**src/rtl/commit_monitor.sv**
```systemverilog
// Retirement tracker: assigns RVFI order numbers to up to NCOMMIT in-order lanes per
// cycle and flags program halt (self-loop), commit stall and global timeout.
module commit_monitor #(
  parameter int unsigned NCOMMIT     = 2,
  parameter int unsigned ORDER_W     = 64,
  parameter int unsigned HALT_REPEAT = 1,
  parameter int unsigned STALL_LIMIT = 10000,
  parameter int unsigned TIMEOUT     = 100000000
) (
  input  logic                            clk,
  input  logic                            rst,
  input  logic [NCOMMIT-1:0]              commit_valid,
  input  logic [NCOMMIT-1:0][31:0]        commit_pc,
  input  logic [NCOMMIT-1:0][31:0]        commit_next_pc,
  input  logic [NCOMMIT-1:0]              commit_is_ctrl,
  output logic [NCOMMIT-1:0][ORDER_W-1:0] order,
  output logic [ORDER_W-1:0]              commit_count,
  output logic                            halt,
  output logic [ORDER_W-1:0]              halt_order,
  output logic                            stall_err,
  output logic                            timeout_err,
  output logic                            protocol_err,
  output logic                            done
);

  localparam int LANE_W    = $clog2(NCOMMIT + 1);
  localparam int STALL_W   = $clog2(STALL_LIMIT + 1);
  localparam int TIMEOUT_W = $clog2(TIMEOUT + 1);
  localparam logic [3:0]           HALT_N    = 4'(HALT_REPEAT);
  localparam logic [STALL_W-1:0]   STALL_MAX = STALL_W'(STALL_LIMIT);
  localparam logic [TIMEOUT_W-1:0] TIME_MAX  = TIMEOUT_W'(TIMEOUT);

  typedef enum logic [2:0] {IDLE, RUN, HALTED, STALLED, TIMED_OUT} state_t;

  state_t                 state_reg, state_next;
  logic [ORDER_W-1:0]     commit_count_reg, commit_count_next;
  logic [ORDER_W-1:0]     halt_order_reg, halt_order_next;
  logic [31:0]            loop_pc_reg, loop_pc_next;
  logic [3:0]             loop_cnt_reg, loop_cnt_next;
  logic [STALL_W-1:0]     stall_cnt_reg, stall_cnt_next;
  logic [TIMEOUT_W-1:0]   time_cnt_reg, time_cnt_next;
  logic                   protocol_err_reg, protocol_err_next;
  logic [NCOMMIT-1:0][LANE_W-1:0] lower_cnt;

  // Number of valid lanes below each lane; order is independent of acceptance.
  always_comb begin
    logic [LANE_W-1:0] acc;
    acc       = '0;
    lower_cnt = '0;
    for (int i = 0; i < NCOMMIT; i++) begin
      lower_cnt[i] = acc;
      acc          = acc + LANE_W'(commit_valid[i]);
    end
  end

  for (genvar gi = 0; gi < NCOMMIT; gi++) begin : g_order
    assign order[gi] = commit_count_reg + ORDER_W'(lower_cnt[gi]);
  end

  always_comb begin
    logic [LANE_W-1:0] accept_cnt;
    logic [31:0]       lp;
    logic [3:0]        lc;
    logic              halt_hit;
    logic              stall_hit;
    logic              time_hit;
    logic              active;

    state_next        = state_reg;
    halt_order_next   = halt_order_reg;
    stall_cnt_next    = stall_cnt_reg;
    time_cnt_next     = time_cnt_reg;
    accept_cnt        = '0;
    lp                = loop_pc_reg;
    lc                = loop_cnt_reg;
    halt_hit          = 1'b0;
    stall_hit         = 1'b0;
    time_hit          = 1'b0;
    active            = (state_reg == IDLE) || (state_reg == RUN);
    protocol_err_next = protocol_err_reg |
                        (|(commit_valid & (commit_valid + NCOMMIT'(1))));

    if (active) begin
      // Lanes retire in program order; a halting lane blocks everything above it.
      for (int i = 0; i < NCOMMIT; i++) begin
        if (commit_valid[i] && !halt_hit) begin
          accept_cnt = accept_cnt + LANE_W'(1);
          if (commit_is_ctrl[i] && (commit_pc[i] == commit_next_pc[i])) begin
            if ((lc != 4'd0) && (commit_pc[i] == lp)) begin
              lc = lc + 4'd1;
            end else begin
              lc = 4'd1;
              lp = commit_pc[i];
            end
          end else begin
            lc = 4'd0;
          end
          if (lc == HALT_N) begin
            halt_hit        = 1'b1;
            halt_order_next = order[i];
          end
        end
      end

      if (accept_cnt != '0) begin
        stall_cnt_next = '0;
      end else if (state_reg == RUN) begin
        if (stall_cnt_reg == STALL_MAX) stall_hit = 1'b1;
        else stall_cnt_next = stall_cnt_reg + STALL_W'(1);
      end

      if (time_cnt_reg == TIME_MAX) time_hit = 1'b1;
      else time_cnt_next = time_cnt_reg + TIMEOUT_W'(1);

      if (halt_hit)              state_next = HALTED;
      else if (stall_hit)        state_next = STALLED;
      else if (time_hit)         state_next = TIMED_OUT;
      else if (accept_cnt != '0) state_next = RUN;
    end

    commit_count_next = commit_count_reg + ORDER_W'(accept_cnt);
    loop_pc_next      = lp;
    loop_cnt_next     = lc;
  end

  always_ff @(posedge clk or posedge rst) begin
    if (rst) begin
      state_reg        <= IDLE;
      commit_count_reg <= '0;
      halt_order_reg   <= '0;
      loop_pc_reg      <= '0;
      loop_cnt_reg     <= '0;
      stall_cnt_reg    <= '0;
      time_cnt_reg     <= '0;
      protocol_err_reg <= 1'b0;
    end else begin
      state_reg        <= state_next;
      commit_count_reg <= commit_count_next;
      halt_order_reg   <= halt_order_next;
      loop_pc_reg      <= loop_pc_next;
      loop_cnt_reg     <= loop_cnt_next;
      stall_cnt_reg    <= stall_cnt_next;
      time_cnt_reg     <= time_cnt_next;
      protocol_err_reg <= protocol_err_next;
    end
  end

  assign commit_count = commit_count_reg;
  assign halt_order   = halt_order_reg;
  assign halt         = (state_reg == HALTED);
  assign stall_err    = (state_reg == STALLED);
  assign timeout_err  = (state_reg == TIMED_OUT);
  assign done         = halt | stall_err | timeout_err;
  assign protocol_err = protocol_err_reg;

endmodule

```
**config.mk**
```make
export PLATFORM = sky130hd
export DESIGN_NAME = commit_monitor
export DESIGN_NICKNAME = d
export VERILOG_FILES = /design/src/rtl/commit_monitor.sv
export SDC_FILE = /design/constraint.sdc
export NUM_CORES = 1
export LEC_CHECK = 0
export ABC_AREA = 1
export CORE_MARGIN = 5
export CORE_UTILIZATION = 45
export CTS_CLUSTER_SIZE = 14
export DETAILED_ROUTE_END_ITERATION = 12
export PLACE_DENSITY = 0.71
export SETUP_SLACK_MARGIN = 0.3
export SYNTH_ARGS = -nofsm -noshare
export SYNTH_HDL_FRONTEND = slang
export SYNTH_SLANG_ARGS = --single-unit
export TNS_END_PERCENT = 1
```
**constraint.sdc**
```tcl
create_clock -name clk -period 17.7 [get_ports clk]
set_input_delay 2.655 -clock clk [delete_from_list [all_inputs] [get_ports clk]]
set_output_delay 2.655 -clock clk [all_outputs]
set_load 0.01 [all_outputs]
```
### Yosys cells after proc, flatten, opt, wreduce, memory -nomap -nowiden

Index checks and enable logic that the tools add are counted.

| operators by class | value |
|---|---|
| multiplexer cells | 46 |
| add/subtract/negate cells | 8 |
| reductions and logical operators | 17 |
| bitwise gates (word level) | 5 |
| equality and inequality tests | 13 |

Operator list:

| operator | number |
|---|---|
| 64-bit two-way mux | 4 |
| 32-bit two-way mux | 7 |
| 32-bit == test | 4 |
| 64-bit by 1-bit adder with 64-bit output | 1 |
| 64-bit by 2-bit adder with 64-bit output | 1 |
| 4-bit two-way mux | 11 |
| 14-bit two-way mux | 3 |
| 27-bit by 1-bit adder with 27-bit output (second input constant) | 1 |
| 27-bit == test (second input constant) | 1 |
| 14-bit by 1-bit adder with 14-bit output (second input constant) | 1 |
| 14-bit == test (second input constant) | 1 |
| 1-bit two-way mux | 13 |
| 3-bit two-way mux | 4 |
| 4-bit nonzero test | 3 |
| 4-bit by 1-bit adder with 4-bit output (second input constant) | 2 |
| 4-bit by 1-bit == test with 1-bit output (second input constant) | 2 |
| 2-bit two-way mux | 4 |
| 3-bit by 2-bit == test with 1-bit output (second input constant) | 2 |
| 1-bit logical AND | 5 |
| 2-bit by 1-bit adder with 2-bit output (second input constant) | 2 |
| 2-bit AND reduction | 2 |
| 2-bit nonzero test | 2 |
| 3-bit by 1-bit == test with 1-bit output (second input constant) | 1 |
| 3-bit == test (second input constant) | 1 |
| 9 further kinds | 11 |

| word-level totals | value |
|---|---|
| input port bits | 134 |
| register bits | 209 |

### Logic depth before layout (Yosys ltp)

Gate-level depths: netlist of run 1.

| logic depth | value |
|---|---|
| word-level depth | 20 |
| mapped depth | 28 |

### Worst setup path before layout of run 1

No wires, ideal clock.

| path | value |
|---|---|
| kind | in2out |
| start | input port commit_valid[0] |
| end | output port order[122] in the netlist's numbering |
| data arrival time | 4.406 ns |
| path slack | 10.639 ns |
| stages | 11 |
| path through | ha_1 -> ha_1 -> nand2_1 -> nor2_1 -> inv_1 -> nor2_1 -> nand2_1 -> nor2_1 -> nand4_1 -> nor3_1 -> xor2_1 |

RTL lines:

| item | RTL line | text |
|---|---|---|
| from (decl) | 12 | `input logic [NCOMMIT-1:0] commit_valid,` |
| to (decl) | 16 | `output logic [NCOMMIT-1:0][ORDER_W-1:0] order,` |

==> results.toml, run 1 <==
[status]
outcome = "finished clean"

[cts]
clkSlewWorstSetupHoldPaths_ns = 0.06
cts_tree = "yes"
cts-resized-gates = 0
cts_buffers = 26
clock_sinks = 209
cts.path.max_buffers = 3
post_cts_buffers = 0
clk_latency_ns = 0.55
cts_root_buf = "clkbuf_16"
h-tree-depth = 1
hold_buffers = 0

[logic_synthesis]
synth_warnings = 0
synth_top_area_share = 0.312
ys_types = 50
syn_inst = 2535
synth_ff_type = "dfrtp_1"
yosysTopAreaCell = "dfrtp_1"
ys_seq_area_frac = 0.312
ys_async_sr_fraction = 1.00
yosysMostFrequentCell = "nand2_1"
syn_nets = 2683
netlist_top_cells_area = "dfrtp_1 (31%), nand2_1 (16%), xor2_1 (8.3%)"
synth-seq-cells = 209
synthTopCellsByCount = "nand2_1 (717), inv_1 (356), nand3_1 (273)"
synth-edff-count = 0
syn_area_um2 = 16800
avgSynthCellArea_um2 = 6.62

[die]
ios = 395
start_util = 0.457
core_area_um2 = 36700
row_count = 70
dieArea_um2 = 41300
die_w_um = 203
die_h_um = 203

[timing]
drv_slew = 0
worst_pin_slew_ns = 1.03
period_share = 0.511
relSlewSlack = 0.315
fmax_ghz = 0.111
setup_viol = 0
min_period_ns = 9.04
hold_viol_final = 0
rsz0062_at_grt = "no"
tns_ns = 0
fin_skew_ns = 0.0131

[layout]
postLayoutCellArea_um2 = 21500
drive_gt1_frac = 0.0347
synthToLayoutAreaGrowth_pct = 27.8
final_cells = 3323
final_util = 0.585
nets = 2983
seq_area_um2 = 5230
fillers = 3537
multiInputGateArea_um2 = 9300

[hold_path]
hold_end = "time_cnt_reg[7]"
holdCritStartpoint = "time_cnt_reg[7]"
worstHoldPathCells = 1
hold_path.class = "reg -> reg"

[setup_path]
critPathCaptureType = "primary output"
r2r_start = "loop_cnt_reg[0]"
criticalPathCategory = "in -> out"
critPathLaunchType = "input port"
path_max_fanout = 13
critPathArrivalTime_ns = 6.39
rr_endpoint = "halt_order[53]"
r2r_cells = 24
crit_required_ns = 15.05
rrSetupSlack_ns = 12.30

[power_and_ir_drop]
powerDensity_nw_per_um2 = 53.5
totalPowerFinal_w = 0.00115
irDropWorstVdd_v = 0.0000525
leakagePower_nw = 10.4

[routing]
drc_errors = 0
dr.pass1.iters = 6
drt-total-wl_mm = 68.7
wl_per_cell_um = 20.7
drt_iter0_markers = 1699
vias_per_cell = 5.44
ant_nets = 0
vias = 18100

[global_routing]
grt_max_degree = 91
grt.total_usage = 0.320
antenna_found_initial = 1
grt_overflow_total = 0
grt_pass1_wl_mm = 105
grt_pass1_vias = 17800

[placement]
post_dp_cell_area_um2 = 20600
io_buffers = 394
place_hpwl_mm = 52.8
place_congestion = 0.981
dp_cells = 3275

[flow_run]
maxCapViolations = 0
## layout make-up
type | count | area share
clock buffers | 36 | 0.0349
well taps | 468 | 0.0273
multi-input cells | 1813 | 0.433
diodes | 2 | 0.000233
clock inverters | 10 | 0.00519
flip-flops and latches | 209 | 0.244
inverters | 377 | 0.0663
repair buffers | 408 | 0.189
## critical path, cell delays in order
cell             delay [ns]
clkdlybuf4s50_1        0.46
buf_4                  0.22
ha_1                   0.21
inv_1                  0.06
nor2_1                 0.21
inv_1                  0.13
nor2_1                 0.22
inv_1                  0.09
nor2_1                 0.17
inv_1                  0.08
nor4_1                 0.76
nand2_1                0.13
nor2_1                 0.18
xor2_1                 0.24
inv_1                  0.07
clkdlybuf4s50_1        0.49
## cell usage in the layout, fill, tap and decap left out, drive strengths merged, types with 13 or more instances in the layout
master and instances:
nand3 276, nor4 30, xor2 159, dfrtp 209
clkbuf 36, buf 14, inv 377, o21ai 41
nand4 49, nor2 275, nor3 80, o22ai 20
mux2i 64, clkdlybuf4s50 394, a21oi 14, ha 13
xnor2 32, nand2 719
## stage by stage
step	setup slack [ns]	hold WS, ns
2_1_floorplan	9.34	0.442
4_1_cts	8.78	0.472
6_report	8.66	0.465
5_1_grt	8.46	0.477
3_5_place_dp	8.81	0.457
3_3_place_gp	8.83	0.457
## per-layer routing
layer / track usage / part of all wire / vias to the layer above
li1: - / - / 8532
met1: 0.414 / 0.41 / 8528
met2: 0.549 / 0.48 / 841
met3: 0.0418 / 0.069 / 171
met4: 0.119 / 0.044 / 0
met5: 0 / 0 / -
## worst max-delay path by stage
stage	start	to	slack [ns]	depth (start not counted)
floorplan	rst	commit_count[0]	9.34	1
detailed placement	commit_valid[0]	order[97]	8.81	16
global route	commit_valid[0]	order[97]	8.46	16
global placement	commit_valid[0]	order[97]	8.83	16
CTS	commit_valid[0]	order[97]	8.78	16
finish	commit_valid[0]	order[97]	8.66	16
## logic make-up after synthesis
group / Yosys count / synth area share
AND/OR/NAND/NOR: 1452 / 0.371
buffers and inverters: 513 / 0.136
multiplexers: 64 / 0.0382
AO/OA/AOI/OAI: 92 / 0.0326
XOR/XNOR: 191 / 0.0997
flip-flops: 209 / 0.312
adder cells (fa/ha/maj): 14 / 0.0109
## power by group
| group | internal [W] | switching (W) | leakage, nW |
|---|---|---|---|
| Clock | 0.000324 | 0.000224 | 0.416 |
| Sequential | 0.000479 | 0.00000158 | 2.26 |
| Combinational | 0.0000491 | 0.0000697 | 7.67 |
| Total | 0.000852 | 0.000296 | 10.4 |
Power figures use the tool's default switching activity.
==> run 2: changes to the inputs <==
- clock period: 17.7 -> 9.08 ns (I/O delays scaled with it)
==> results.toml, run 2 (synthesis results as in run 1) <==
[layout]
final_common_cell = "nand2_1"
final_cells = 3324
nets = 2984
layout_common_cells = "nand2_1 (717), clkdlybuf4s50_1 (394), inv_1 (355)"
synthToLayoutAreaGrowth_pct = 27.8
drive_gt1_frac = 0.0343

[timing]
fmax_ghz = 0.135
worst_pin_slew_ns = 1.22
period_share = 0.813
min_period_ns = 7.39
fin_ws_ns = 1.69
setup_viol = 0
drv_slew = 0
relSlewSlack = 0.175
tns_ns = 0
rsz0062_at_grt = "no"
hold_viol_final = 0
fin_skew_ns = 0.0102

[status]
outcome = "finished clean"

[routing]
drt-total-wl_mm = 69.6
ant_nets = 0
vias = 18100
drc_errors = 0
dr.pass1.iters = 6
vias_per_cell = 5.46
drt_iter0_markers = 1518
wl_per_cell_um = 20.9

[placement]
place_hpwl_mm = 53.9
io_buffers = 394
pre_cts_ws_ns = 1.74
place_congestion = 0.998
dp_cells = 3276

[cts]
cts_tree = "yes"
clkSlewWorstSetupHoldPaths_ns = 0.06
clk_latency_ns = 0.54
clock_sinks = 209
post_cts_buffers = 0
cts.path.max_buffers = 3
cts-resized-gates = 0
h-tree-depth = 1
cts_root_buf = "clkbuf_16"
cts_buffers = 26
hold_buffers = 0

[flow_run]
maxCapViolations = 0

[setup_path]
criticalPathCategory = "in -> out"
path_max_fanout = 13
crit_path_max_incr_delay_ns = 0.97
slowest_stage = "clkdlybuf4s50_1"
critPathBufInv = 3
cpLargestDelayFamily = "simple AND/OR/NAND/NOR gates"
critPathMostFrequentCell = "nor2_1"
crit_required_ns = 7.72
critPathArrivalTime_ns = 6.02
rrSetupSlack_ns = 3.60
critPathCaptureType = "primary output"
crit_chain = "clkdlybuf4s50_1 -> ha_1 -> ha_1 -> nand2_1 -> nor2_1 -> inv_1 -> nor2_1 -> nand2_1 -> nor2_1 -> nand4_1 -> nor3_1 -> xor2_1 -> clkdlybuf4s50_1"
critPathLaunchType = "input port"

[die]
start_util = 0.457
die_h_um = 203
row_count = 70
die_w_um = 203
dieArea_um2 = 41300
ios = 395
core_area_um2 = 36700

[power_and_ir_drop]
powerDensity_nw_per_um2 = 104
irDropWorstVdd_v = 0.000106
leakagePower_nw = 10.4

[hold_path]
hold_path.class = "reg -> reg"

[global_routing]
grt_max_degree = 145
antenna_found_initial = 1
grt_pass1_wl_mm = 107
grt_overflow_total = 0
grt.total_usage = 0.326
grt_pass1_vias = 18100
run 2: routing by layer:
| layer | part of all wire | vias up | global-route usage |
|---|---|---|---|
| li1 | - | 8515 | - |
| met1 | 0.40 | 8605 | 0.411 |
| met2 | 0.48 | 871 | 0.564 |
| met3 | 0.066 | 150 | 0.0417 |
| met4 | 0.049 | 0 | 0.140 |
| met5 | 0 | - | 0 |
run 2: final timing paths:
check | from | endpoint | depth (start not counted)
setup / recovery | commit_valid[0] | order[122] | 13
hold / removal | time_cnt_reg[7] | time_cnt_reg[7] | 1
setup reg to reg | loop_cnt_reg[0] | halt_order[18] | 25
hold reg to reg | time_cnt_reg[7] | time_cnt_reg[7] | 1
max in group asynchronous | rst | halt_order[25] | 3
min in group asynchronous | rst | time_cnt_reg[22] | 2
run 2: final cells by class:
| type | count | area (um^2) |
|---|---|---|
| fillers | 3516 | 15200 |
| multi-input cells | 1813 | 9300 |
| flip-flops and latches | 209 | 5230 |
| repair buffers | 409 | 4060 |
| inverters | 377 | 1420 |
| clock buffers | 39 | 761 |
| well taps | 468 | 586 |
| clock inverters | 7 | 90.1 |
| diodes | 2 | 5.00 |
run 2: where the power goes:
part           switching [W]  leakage (nW)  internal [W]
clock network       0.000427         0.411      0.000632
registers         0.00000297          2.26      0.000934
logic               0.000137          7.68     0.0000952
total               0.000567          10.4       0.00166
run 2: per-stage QoR:
stage | instance area, um^2 | hold slack (ns) | utilization | total power [W]
3_3_place_gp | 20600 | 0.459 | 0.561 | 0.00118
6_report | 21500 | 0.479 | 0.585 | 0.00223
5_1_grt | 21500 | 0.487 | 0.585 | 0.00230
2_1_floorplan | 16800 | 0.442 | - | 0.00106
3_5_place_dp | 20600 | 0.460 | 0.561 | 0.00118
4_1_cts | 21400 | 0.478 | 0.584 | 0.00224
==> edit 1, RTL diff (flow settings as in run 2) <==
The 5 states of `state_t` get a one-hot encoding in 5 bits.
--- a/src/rtl/commit_monitor.sv
+++ b/src/rtl/commit_monitor.sv
@@ -32,3 +32,3 @@
 
-  typedef enum logic [2:0] {IDLE, RUN, HALTED, STALLED, TIMED_OUT} state_t;
+  typedef enum logic [4:0] {IDLE = 5'b00001, RUN = 5'b00010, HALTED = 5'b00100, STALLED = 5'b01000, TIMED_OUT = 5'b10000} state_t;
 
Check against the original RTL: no difference found for any inputs over 4 cycles, from zero or initial values and one cycle with rst high; so few cycles prove little.
==> edit 1 against run 2 <==
  * Critical path type is now input pin to register
  * Total power up 2.1%
  * Sequential cell count is 2 higher
  * Largest power group unchanged
  * Sequential power increased by 0.7%
  * Setup slack worse by 0.066 ns
  * Critical path depth up 18
  * Hold slack lost 0.014 ns
  * Area after synthesis is 0.57% lower
  * Wire length down 1.1%
  * Cell area decreased by 0.41%
  * Synthesized cell count fell by 2.4%
==> edit 1: results (changes against run 2) <==
----------------------------------------------------
[Status]
  Outcome ... complete, no violations

[Place]
  Placer congestion estimate ... 0.977 (-2.1%)
  Number of placed instances, taps included ... 3,210 (-2.0%)
  Worst setup timing slack at the placement stage ... 1.15 ns (-0.595 ns)
  Placed cell area ... 20,500 um2 (-0.63%)
  Post-DP HPWL ... 52.9 mm (-1.8%)

[Global routing]
  Total global routing track utilization ... 32.4% (-0.23 points)
  Initial antenna violation count ... 2 (+1)
  Maximum number of pins on one net before global-route repair ... 98 (-32%)
  First-pass GRT wire length ... 105 mm (-1.6%)

[Drt]
  Total wirelength of the detailed-routed design ... 68.9 mm (-1.1%)
  First-pass DRT Iterations ... 7 (+1)
  Uppermost signal routing layer after detailed routing ... met5
  1st-iter DRT viols ... 1,571 (+3.5%)
  Vias post-DR ... 17,900 (-1.4%)
  Met2 wirelength from detailed routing ... 32.8 mm (-2.5%)
  Metal3 WL ... 5.49 mm (+20%)
  Post-Route M1 WL ... 28.1 mm (+0.30%)

[Critical path]
  Minimum setup slack among reg-to-reg paths ... 2.62 ns (-0.98 ns)
  Delay of the slowest critical-path stage ... 0.62 ns (-0.35 ns)
  Arrival time at the worst endpoint ... 7.88 ns (+1.86 ns)
  Highest fanout seen on the critical path ... 37 (+24)

[Pwr]
  Reported leakage power ... 10.5 nW (+1.5%)
  Worst vdd rail ir drop ... 118 uV (+11%)

[Finish]
  Share of final-layout standard cells stronger than drive strength 1 ... 4.09% (+0.65 points)
  Final Net Count ... 2,918 (-2.2%)
  Non-filler cells in the finished layout ... 3,258 (-2.0%)

[Clock tree]
  CTS buffer count ... 26 (unchanged)
  Source-to-sink clock delay at the later pin of the worst-skew pair ... 0.57 ns (+0.03 ns)

[Timing]
  Worst-case hold slack ... 0.464 ns (-0.0142 ns)
  Clock tree skew after final layout ... 0.0309 ns (+0.0208 ns)
  Post-route fraction of the period consumed by the critical path ... 82.1% (+0.73 points)
  Measured slew at the worst slew-check pin ... 1.22 ns (-0.00829 ns)

[Yosys]
  Net count after synthesis ... 2,623 (-2.2%)
  Top cell types by occurrence after synthesis ... nand2_1, inv_1, nand3_1
  Cells taking the most area after synthesis ... dfrtp_1, nand2_1, xor2_1
  Register area share after synthesis ... 31.6% (+0.49 points)
  Synth cell types ... 49 (-2.0%)
  Post-synthesis average cell area ... 6.74 um2 (+1.8%)

----------------------------------------------------
==> edit 1: layout make-up <==
type                       instances  area (um2)
sequential                       211        5280
clock inverter                    14         198
inverter                         369        1390
timing repair buffer             407        4040
fill                            3508       15200
multi-input combinational       1755        9170
tap                              468         586
clock buffer                      33         697
antenna                            1        2.50
==> edit 1: cells by family after synthesis <==
| logic type | count (synthesis) | share of synthesized area, % |
|---|---|---|
| AND/OR/NAND/NOR | 1353 | 35.2 |
| buffers and inverters | 509 | 13.6 |
| flip-flops | 211 | 31.6 |
| XOR/XNOR | 188 | 9.87 |
| AO/OA/AOI/OAI | 136 | 4.74 |
| multiplexers | 64 | 3.84 |
| adder cells (fa/ha/maj) | 14 | 1.09 |
==> edit 1: worst max-delay path: cells and delay by family <==
family,cells,cell delay (ns)
buffers and inverters,8,1.86
adder cells (fa/ha/maj),2,0.38
AND/OR/NAND/NOR,19,3.90
XOR/XNOR,1,0.17
AO/OA/AOI/OAI,1,0.19
==> edit 1: power breakdown <==
part	switching, mW	internal, mW
Sequential	0.00208	0.942
Clock	0.450	0.660
Combinational	0.128	0.0919
Total	0.580	1.69
==> edit 1: worst paths after layout <==
| check | from | to | depth (start not counted) |
|---|---|---|---|
| max in group asynchronous | rst | halt_order[59] | 4 |
| worst min register to register | stall_cnt_reg[13] | stall_cnt_reg[13] | 1 |
| worst min-delay path | stall_cnt_reg[13] | stall_cnt_reg[13] | 1 |
| worst max-delay path | commit_pc[0] | commit_count[49] | 31 |
| min in group asynchronous | rst | halt_order[4] | 2 |
| worst max register to register | loop_pc_reg[1] | commit_count[49] | 28 |
==> edit 1: metal layers <==
layer  up-vias  global-route usage [%]
met5         -                       0
met4         2                    11.0
met3       133                    5.33
met2       900                    53.9
met1      8460                    42.9
li1       8392                       -
==> edit 2, RTL diff (flow settings as in run 2) <==
Without the edit above. `NCOMMIT`: 2 -> 1.
--- a/src/rtl/commit_monitor.sv
+++ b/src/rtl/commit_monitor.sv
@@ -3,3 +3,3 @@
 module commit_monitor #(
-  parameter int unsigned NCOMMIT     = 2,
+  parameter int unsigned NCOMMIT     = 1,
   parameter int unsigned ORDER_W     = 64,
Interface: changed (5 resized); port bits go from 395 to 265. No check against the original RTL was run, so the function may have changed too.
==> edit 2 against run 2 <==
  * Clock skew grew 0.023 ns
  * Cell count fell by 39%
  * Total power fell by 11%
  * Synthesized cell count down 42%
  * Sequential cell count decreased by 1
  * Wire length down 55%
  * Cell area fell by 30%
  * Area after synthesis shrank 29%
  * Setup slack improved by 3.1 ns
  * Largest cell class is now flip-flops and latches
==> edit 2: results (changes against run 2) <==
----------------------------------------------------
[Status]
  Outcome ... complete, no violations

[Floorplanning]
  Area enclosed by the die boundary ... 29,700 um2 (-28%)

[Clock tree]
  Source-to-sink clock delay at the later pin of the worst-skew pair ... 0.53 ns
  # H-tree levels ... 1 (unchanged)
  CTS buffer count ... 24 (-7.7%)
  Post-CTS Repair Setup Buffers ... 0 (unchanged)
  Clk pin slew, worst setup/hold paths ... 0.06 ns (about the same)
  Total clock sinks ... 208 (-0.48%)

[Finish]
  Clock buffers and inverters, area share ... 5.15% (+1.2 points)
  # diodes ... 0 (-2)
  Non-filler cells in the finished layout ... 2,022 (-39%)
  Clock buffers ... 33 (-15%)
  Inverter count ... 210 (-44%)
  Non-clock buffers, area share ... 17.7% (-1.2 points)
  Area taken by flip-flops and latches ... 5200 um2 (-0.48%)
  Number of multi-input combinational cells ... 961 (-47%)
  Share of the final layout cell area in multi-input gates ... 34.5% (-8.9 points)
  Share of final-layout standard cells stronger than drive strength 1 ... 8.71% (+5.3 points)
  # fillers ... 2,349 (-33%)
  Area occupied by multi-input gates ... 5190 um2 (-44%)

[Critical path]
  Arrival time at the worst endpoint ... 4.73 ns (-1.29 ns)
  Critical Path End ... halt_order[50]
  Worst reg-to-reg path cell count ... 12 (-52%)
  Setup Crit Path Kind ... input pin to register
  Minimum setup slack among reg-to-reg paths ... 5.76 ns (+2.16 ns)
  Launching instance or port of the critical path ... commit_pc[30]
  Highest fanout seen on the critical path ... 81 (+68)

[Yosys]
  Synth cell types ... 39 (-22%)
  Top cell types by occurrence after synthesis ... nand2_1, dfrtp_1, inv_1
  Cells taking the most area after synthesis ... dfrtp_1, nand2_1, xor2_1
  Register area share after synthesis ... 43.8% (+13 points)
  Post-synthesis average cell area ... 8.09 um2 (+22%)

[Drt]
  1st-iter DRT viols ... 716 (-53%)
  Total wirelength of the detailed-routed design ... 31.5 mm (-55%)
  Metal3 WL ... 2.01 mm (-56%)
  Post-Route M1 WL ... 13.4 mm (-52%)
  Met2 wirelength from detailed routing ... 15.3 mm (-55%)
  Mean number of vias per cell ... 4.93 (-9.8%)

[Timing]
  Max Fclk ... 0.232 GHz (+71%)
  Measured slew at the worst slew-check pin ... 0.990 ns (-0.235 ns)
  Clock tree skew after final layout ... 0.0335 ns (+0.0233 ns)

[Place]
  Port bufs ... 263 (-33%)
  Worst setup timing slack at the placement stage ... 4.28 ns (+2.54 ns)
  Placer congestion estimate ... 0.907 (-9.2%)
  Placed cell area ... 14,300 um2 (-31%)
  Post-DP HPWL ... 24.2 mm (-55%)

[Pwr]
  Reported leakage power ... 7.00 nW (-32%)
  Worst vdd rail ir drop ... 105 uV (-1.2%)
  Final Total Pwr ... 1.98 mW (-11%)
  Switching portion of total power ... 22.0% (-3.5 points)

[Global routing]
  Total global routing track utilization ... 20.8% (-12 points)
  First-pass GRT wire length ... 50.3 mm (-53%)
  GR met2 Demand/Resource ... 36.1% (-20 points)
  Via count of the first global-routing pass ... 9,695 (-46%)
  Initial antenna violation count ... 0 (-1)
  Met1 Use GR ... 27.8% (-13 points)
  Maximum number of pins on one net before global-route repair ... 100 (-31%)

----------------------------------------------------
-- edit 2: changes by cell type after synthesis, sizes merged, moves of 12 or more --
cell	before	now
nor2	275	146
o21ai	41	115
o22ai	20	0
nor3	80	61
buf	108	84
clkbuf	28	4
mux2i	64	0
xor2	159	88
nor4	30	18
nand3	276	46
inv	375	209
nand4	49	32
nand2	719	391
-- edit 2: critical path, stage by stage --
cell             delay [ns]
clkdlybuf4s50_1        0.53
nand2_1                0.07
nand2_1                0.09
nand3_1                0.13
nor2_1                 0.12
nand2_1                0.07
nor2_1                 0.12
nand2_1                0.12
nor2_4                 0.18
o211ai_1               0.18
nand3_4                0.55
buf_4                  0.85
nand2_1                0.16
o21ai_2                0.09
-- edit 2: power by group through the flow --
stage	logic, mW	registers [mW]	clock network [mW]
2_1_floorplan	0.0492	0.949	0
3_3_place_gp	0.101	0.949	0
3_5_place_dp	0.102	0.949	0
4_1_cts	0.103	0.933	0.974
5_1_grt	0.114	0.932	1.01
6_report	0.101	0.933	0.946
-- edit 2: cells by family after synthesis --
group | synth area share [%]
flops | 43.8
simple gates | 26.3
buf+inv | 12.5
fa+ha+maj | 0.843
compound gates | 7.32
other cells | 0.0316
xor+xnor | 9.15
-- edit 2: worst min path at each step --
stage / from / endpoint / slack [ns] / cells past startpoint
after global placement: halt_order[30] / halt_order[30] / 0.47 / 2
after floorplan: stall_cnt_reg[9] / stall_cnt_reg[9] / 0.46 / 1
after global routing: halt_order[33] / halt_order[33] / 0.50 / 2
after detailed placement: halt_order[37] / halt_order[37] / 0.47 / 2
final: halt_order[39] / halt_order[39] / 0.48 / 2
after CTS: halt_order[13] / halt_order[13] / 0.48 / 2
